$ cat config.mk
export PLATFORM = sky130hd
export DESIGN_NAME = uart_axi_burst_writer
export DESIGN_NICKNAME = d
export VERILOG_FILES = /design/src/rtl/uart_axi_burst_writer.sv
export SDC_FILE = /design/constraint.sdc
export NUM_CORES = 2
export LEC_CHECK = 0
export CELL_PAD_IN_SITES_DETAIL_PLACEMENT = 1
export CELL_PAD_IN_SITES_GLOBAL_PLACEMENT = 1
export CORE_UTILIZATION = 45
export CTS_CLUSTER_DIAMETER = 100
export DETAILED_ROUTE_END_ITERATION = 6
export GPL_TIMING_DRIVEN = 0
export PLACE_DENSITY = 0.75
export REMOVE_ABC_BUFFERS = 1
export SYNTH_ARGS = -nofsm -noshare
export SYNTH_HDL_FRONTEND = slang
export SYNTH_SLANG_ARGS = --single-unit
$ cat constraint.sdc
create_clock -name clk -period 21.8 [get_ports clk]
set_input_delay 2.18 -clock clk [delete_from_list [all_inputs] [get_ports clk]]
set_output_delay 2.18 -clock clk [all_outputs]
set_load 0.01 [all_outputs]
$ cat src/rtl/uart_axi_burst_writer.sv
// UART-to-AXI4 burst writer: buffers DATA_DEPTH received words, then writes them to DDR as one INCR burst.
// Define WRITER_BRESP_CHECK_EN to abort the session with a sticky err on a non-OKAY write response.
module uart_axi_burst_writer #(
    parameter int  TOTAL_PACKAGE   = 416,
    parameter int  DATA_DEPTH      = 16,
    parameter int  DATA_BYTE_SHIFT = 5,
    parameter int  DATA_BYTE_WIDTH = 32,
    localparam int DATA_BIT_WIDTH  = DATA_BYTE_WIDTH * 8
) (
    input  logic                       clk,
    input  logic                       rst_n,
    input  logic                       write_start,
    input  logic [31:0]                write_addr_start,
    input  logic [DATA_BIT_WIDTH-1:0]  rx_data,
    input  logic                       rx_rdy,
    output logic                       rx_ack,
    output logic                       busy,
    output logic                       done,
    output logic                       err,
    output logic [9:0]                 beats_written,
    output logic [3:0]                 axi_awid,
    output logic [31:0]                axi_awaddr,
    output logic [7:0]                 axi_awlen,
    output logic [2:0]                 axi_awsize,
    output logic [1:0]                 axi_awburst,
    output logic                       axi_awvalid,
    input  logic                       axi_awready,
    output logic [DATA_BIT_WIDTH-1:0]  axi_wdata,
    output logic [DATA_BYTE_WIDTH-1:0] axi_wstrb,
    output logic                       axi_wlast,
    output logic                       axi_wvalid,
    input  logic                       axi_wready,
    input  logic [3:0]                 axi_bid,
    input  logic [1:0]                 axi_bresp,
    input  logic                       axi_bvalid,
    output logic                       axi_bready
);

    localparam int               IDX_W     = (DATA_DEPTH > 1) ? $clog2(DATA_DEPTH) : 1;
    localparam logic [IDX_W-1:0] LAST_IDX  = IDX_W'(DATA_DEPTH - 1);
    localparam logic [9:0]       DEPTH_CNT = 10'(DATA_DEPTH);
    localparam logic [9:0]       TOTAL_CNT = 10'(TOTAL_PACKAGE);

    typedef enum logic [2:0] {S_IDLE, S_FILL, S_AW, S_W, S_B} state_t;

    state_t                    state, state_next;
    logic [DATA_BIT_WIDTH-1:0] buffer [DATA_DEPTH];
    logic [IDX_W-1:0]          fill_idx, beat_idx;
    logic [31:0]               start_addr;
    logic                      fill_hs, aw_hs, w_hs, b_hs;
    logic                      last_fill, last_beat, final_burst, bresp_bad;

    assign axi_awid    = 4'd0;
    assign axi_awlen   = 8'(DATA_DEPTH - 1);
    assign axi_awsize  = 3'(DATA_BYTE_SHIFT);
    assign axi_awburst = 2'b01;
    assign axi_wstrb   = '1;

    assign fill_hs     = rx_rdy && rx_ack;
    assign aw_hs       = axi_awvalid && axi_awready;
    assign w_hs        = axi_wvalid && axi_wready;
    assign b_hs        = axi_bvalid && axi_bready;
    assign last_fill   = fill_hs && (fill_idx == LAST_IDX);
    assign last_beat   = w_hs && (beat_idx == LAST_IDX);
    assign final_burst = (beats_written + DEPTH_CNT) == TOTAL_CNT;

`ifdef WRITER_BRESP_CHECK_EN
    logic unused_bid;
    assign unused_bid = ^axi_bid;
    assign bresp_bad  = axi_bresp != 2'b00;

    always_ff @(posedge clk or negedge rst_n) begin
        if (!rst_n)
            err <= 1'b0;
        else if (state == S_IDLE && write_start)
            err <= 1'b0;
        else if (state == S_B && b_hs && bresp_bad)
            err <= 1'b1;
    end
`else
    logic unused_b;
    assign unused_b  = ^{axi_bid, axi_bresp};
    assign bresp_bad = 1'b0;
    assign err       = 1'b0;
`endif

    // NOTE: sequential state uses <= so every register samples pre-edge values, whatever the block order.
    always_ff @(posedge clk or negedge rst_n) begin
        if (!rst_n)
            state <= S_IDLE;
        else
            state <= state_next;
    end

    always_comb begin
        state_next = state;
        case (state)
            S_IDLE:  if (write_start) state_next = S_FILL;
            S_FILL:  if (last_fill)   state_next = S_AW;
            S_AW:    if (aw_hs)       state_next = S_W;
            S_W:     if (last_beat)   state_next = S_B;
            S_B:     if (b_hs)        state_next = (bresp_bad || final_burst) ? S_IDLE : S_FILL;
            default: state_next = S_IDLE;
        endcase
    end

    // NOTE: every output gets a default first so no path through this block can infer a latch.
    always_comb begin
        busy        = 1'b0;
        rx_ack      = 1'b0;
        axi_awvalid = 1'b0;
        axi_wvalid  = 1'b0;
        axi_wlast   = 1'b0;
        axi_bready  = 1'b0;
        axi_wdata   = '0;
        case (state)
            S_FILL: begin
                busy   = 1'b1;
                rx_ack = 1'b1;
            end
            S_AW: begin
                busy        = 1'b1;
                axi_awvalid = 1'b1;
            end
            S_W: begin
                busy       = 1'b1;
                axi_wvalid = 1'b1;
                axi_wlast  = beat_idx == LAST_IDX;
                axi_wdata  = buffer[beat_idx];
            end
            S_B: begin
                busy       = 1'b1;
                axi_bready = 1'b1;
            end
            default: ;
        endcase
    end

    // Burst address is computed as the last word lands, so awaddr is already valid when AW is entered.
    always_ff @(posedge clk or negedge rst_n) begin
        if (!rst_n) begin
            start_addr    <= '0;
            fill_idx      <= '0;
            beat_idx      <= '0;
            beats_written <= '0;
            axi_awaddr    <= '0;
            done          <= 1'b0;
        end else begin
            done <= 1'b0;
            case (state)
                S_IDLE: if (write_start) begin
                    start_addr    <= write_addr_start;
                    fill_idx      <= '0;
                    beat_idx      <= '0;
                    beats_written <= '0;
                end
                S_FILL: if (fill_hs) begin
                    fill_idx <= (fill_idx == LAST_IDX) ? '0 : fill_idx + 1'b1;
                    if (fill_idx == LAST_IDX)
                        axi_awaddr <= start_addr + ({22'd0, beats_written} << DATA_BYTE_SHIFT);
                end
                S_W: if (w_hs)
                    beat_idx <= (beat_idx == LAST_IDX) ? '0 : beat_idx + 1'b1;
                S_B: if (b_hs && !bresp_bad) begin
                    beats_written <= beats_written + DEPTH_CNT;
                    done          <= final_burst;
                end
                default: ;
            endcase
        end
    end

    // NOTE: the buffer has no reset; every entry is written in FILL before W can read it.
    always_ff @(posedge clk) begin
        if (fill_hs)
            buffer[fill_idx] <= rx_data;
    end

endmodule

==> impl_metrics.ini <==
[floorplan]
io-pin-count = 656
die_area_mm2 = 0.356
starting_density_of_the_core_pct = 45.4
die_h_um = 597
placement_rows = 217
core_area_mm2 = 0.351
die_w_um = 597

[setup_path]
cpLargestDelayFamily = buffers and inverters
regToRegEndpoint = buffer[15][54]$_DFFE_PP_
crit_fanout = 40
count_of_cells_along_the_worst_register_to_register_path = 10
cp.buffers_inverters = 9
max_stage_delay_ps = 790
timing.rr.start = beat_idx[0]$_DFFE_PN0P_
timing.setup.critical_path_class = reg2out
critical_path_required_ps = 19620
crit_path_frequent_cell = sky130_fd_sc_hd__buf_16
worst_setup_path_start_kind = flip-flop
critPathArrivalTime_ps = 5990
crit_chain = buf_16, buf_16, buf_16, buf_16, buf_16, buf_16, buf_16, buf_16, mux4_2, mux2i_1, o22ai_1, clkdlybuf4s50_1
critical_path.slowest_cell = sky130_fd_sc_hd__dfrtp_4
worst_setup_path_end_kind = output pin
rrSetupSlack_ps = 16910

[sta]
setup_repair_after_global_routing_missed_its_margin = no
headroom_to_the_max_slew_limit_pct = 38.0
max_freq_ghz = 0.122
post_route_clock_period_utilization_pct = 37.5
final.setup_skew_ps = 70.3
timing.final.ws_setup_ps = 13630
finalCriticalPeriod_ps = 8170
pins_over_their_slew_limit = 0
holdWs_ps = 480
timing_hold_violations_final = 0
final.setup.tns_ps = 0
setup_viol = 0
worst-slew-pin-transition_ps = 925

[route]
drt-initial-drc-count = 7805
routed_wirelength_mm = 418
dr.pass1.iters = 6
detail_route.vias_per_cell = 5.96
routed_wire_length_per_instance_um = 32.4
total_drc_errors_in_the_routed_layout = 0
number_of_routed_nets_with_antenna_violations = 0
via_count = 76900

[power]
power.density_cell_area_mw_per_mm2 = 120
irDropWorstVdd_uv = 94.2
p_leak_nw = 61.9

[clock_tree]
setup_repair_bufs_after_cts = 0
cts_buffer_depth = 4
cts_resized = 0
worst_setup_hold_path_clk_slew_ps = 70
cts_num_sinks = 4178
h_tree_levels = 5
cts-hold-fix-buffers = 0
cts_inserted_buffers = 424
clk-insertion-delay-late_ps = 990
tritoncts = built
clock-root-buffer = sky130_fd_sc_hd__clkbuf_16

[synthesis]
post_synth_arst_share_pct = 1.96
cell_count_after_synthesis = 6742
synth-warning-count = 0
netlist_area_mm2 = 0.159
synth_area_leaders = sky130_fd_sc_hd__edfxtp_1 77%, sky130_fd_sc_hd__mux4_2 15%, sky130_fd_sc_hd__mux2i_1 3.2%
synth_top_cell_by_area = sky130_fd_sc_hd__edfxtp_1
synth.avg_cell_area_um2 = 23.6
synth_top_area_share_pct = 77.3
ys_ff_latch = 4178
synth_ff_type = sky130_fd_sc_hd__edfxtp_1
synth-seq-area-share_pct = 78.6
post_synth_edffs = 4096
synth_cell_type_count = 51

[global_route]
grt.busiest_layer = met2
overflow = 0
grt_first_pass_wirelength_mm = 599
grt.met3_usage_pct = 4.34
grt_pass1_vias = 82600
grt_met2_use_pct = 38.8
antenna_found_initial = 61
grt.met1_usage_pct = 31.5
gr_usage_total_pct = 23.3
pin_count_of_the_biggest_net_entering_global_routing = 79

[hold_path]
holdCritStartpoint = axi_awaddr[13]$_DFFE_PN0P_
hold_end = axi_awaddr[13]$_DFFE_PN0P_
hold_path_depth = 2
min-delay-path-class = reg2reg

[layout]
fin_cells = 12900
multi_input_area_mm2 = 0.0320
finish.instance_area_mm2 = 0.191
final.fill_count = 29600
finalNetCount = 8132
flow.area_growth_from_synthesis_pct = 19.8
seq_area_mm2 = 0.125
drive_gt1_share_pct = 25.3

[place]
gpl_wtd_cong = 0.740
dp_worst_setup_slack_ps = 14490
dp_cells = 12100
hpwlAfterDp_mm = 256
placement.io_buffers = 595
placed_area_mm2 = 0.177

[outcome]
outcome = completed

[run]
drv_cap = 0
==> kinds of logic after synthesis <==
family,after synthesis,share of synthesized area (%)
multiplexers,1538,17.7
AND/OR/NAND/NOR,244,0.673
flip-flops,4178,78.6
XOR/XNOR,24,0.132
buffers and inverters,421,1.46
other,2,0.00472
adder cells (fa/ha/maj),13,0.102
AO/OA/AOI/OAI,322,1.27
==> report_power, final <==
part           leakage, nW  internal (W)  total [W]  switching (W)
Sequential            38.0       0.00947    0.00967       0.000200
Combinational         17.2       0.00279    0.00595        0.00315
Clock                 6.69       0.00410    0.00722        0.00312
==> tightest hold or removal path, stage by stage (launching register included) <==
cell and delay (ps):
sky130_fd_sc_hd__dfrtp_1 340, sky130_fd_sc_hd__nand2_1 50, sky130_fd_sc_hd__o31ai_1 50
==> area by class of cell <==
cell class | count | share of cell area, %
Clock buffer | 513 | 5.78
Multi-Input combinational cell | 2195 | 16.8
Inverter | 7 | 0.0217
Antenna cell | 29 | 0.0381
Tap cell | 4708 | 3.09
Sequential cell | 4178 | 65.6
Clock inverter | 267 | 1.44
Timing Repair Buffer | 1012 | 7.21
==> cells in the mapped netlist, types with 4 or more instances <==
master / instances
sky130_fd_sc_hd__buf_2: 198
sky130_fd_sc_hd__nand2b_1: 4
sky130_fd_sc_hd__o21ai_0: 26
sky130_fd_sc_hd__o22ai_1: 257
sky130_fd_sc_hd__nand3_1: 19
sky130_fd_sc_hd__buf_4: 127
sky130_fd_sc_hd__ha_1: 13
sky130_fd_sc_hd__a21oi_1: 7
sky130_fd_sc_hd__nor2_1: 19
sky130_fd_sc_hd__xnor2_1: 7
sky130_fd_sc_hd__mux2i_1: 514
sky130_fd_sc_hd__edfxtp_1: 4096
sky130_fd_sc_hd__buf_1: 46
sky130_fd_sc_hd__nand2_1: 173
sky130_fd_sc_hd__inv_1: 6
sky130_fd_sc_hd__dfrtp_1: 82
sky130_fd_sc_hd__xor2_1: 17
sky130_fd_sc_hd__clkbuf_1: 41
sky130_fd_sc_hd__mux4_2: 1024
sky130_fd_sc_hd__nand4_1: 7
sky130_fd_sc_hd__o21ai_1: 10
sky130_fd_sc_hd__nor3_1: 7
==> state kept, by name, summed over array words and instances (netlist names) <==
register	count
buffer	4096
fill_idx	4
beats_written	6
axi_awaddr	32
state	3
beat_idx	4
start_addr	32
done	1
==> how the worst max path moves through the flow <==
stage                     cells after the start                        end                    start  slack [ps]
after floorplan                               5    buffer[15][0]$_DFFE_PP_  beat_idx[0]$_DFFE_PN0P_      -22880
after global placement                        5  buffer[15][119]$_DFFE_PP_  beat_idx[0]$_DFFE_PN0P_      -44840
after detailed placement                     12             axi_wdata[164]  beat_idx[0]$_DFFE_PN0P_       14490
after CTS                                    12             axi_wdata[164]  beat_idx[0]$_DFFE_PN0P_       13380
after global routing                         12             axi_wdata[164]  beat_idx[0]$_DFFE_PN0P_       13180
final                                        12              axi_wdata[40]  beat_idx[0]$_DFFE_PN0P_       13630
==> layout by cell type (no fill, tap or decap), types with 41 or more instances in the layout <==
| cell type | count |
|---|---|
| sky130_fd_sc_hd__edfxtp_1 | 4096 |
| sky130_fd_sc_hd__mux4_2 | 1024 |
| sky130_fd_sc_hd__clkdlybuf4s50_1 | 594 |
| sky130_fd_sc_hd__mux2i_1 | 514 |
| sky130_fd_sc_hd__clkbuf_16 | 426 |
| sky130_fd_sc_hd__o22ai_1 | 257 |
| sky130_fd_sc_hd__nand2_1 | 172 |
| sky130_fd_sc_hd__buf_12 | 139 |
| sky130_fd_sc_hd__buf_6 | 136 |
| sky130_fd_sc_hd__buf_16 | 113 |
| sky130_fd_sc_hd__clkinv_1 | 100 |
| sky130_fd_sc_hd__clkbuf_1 | 84 |
| sky130_fd_sc_hd__dfrtp_1 | 80 |
| sky130_fd_sc_hd__clkinv_2 | 79 |
| sky130_fd_sc_hd__conb_1 | 54 |
| sky130_fd_sc_hd__bufinv_16 | 41 |
==> through the flow <==
stage | utilization (%) | total power, W
CTS | 54.3 | 0.0231
floorplan | - | 0.0188
finish | 54.4 | 0.0228
global route | 54.4 | 0.0236
detailed placement | 50.4 | 0.0158
global placement | 48.2 | 0.0210
==> routing by layer <==
layer	wire (µm)	part of all wire (%)
met1	168000	40
met2	208000	50
met3	30400	7.3
met4	11500	2.7
met5	372	0.089
Power figures use the tool's default switching activity.
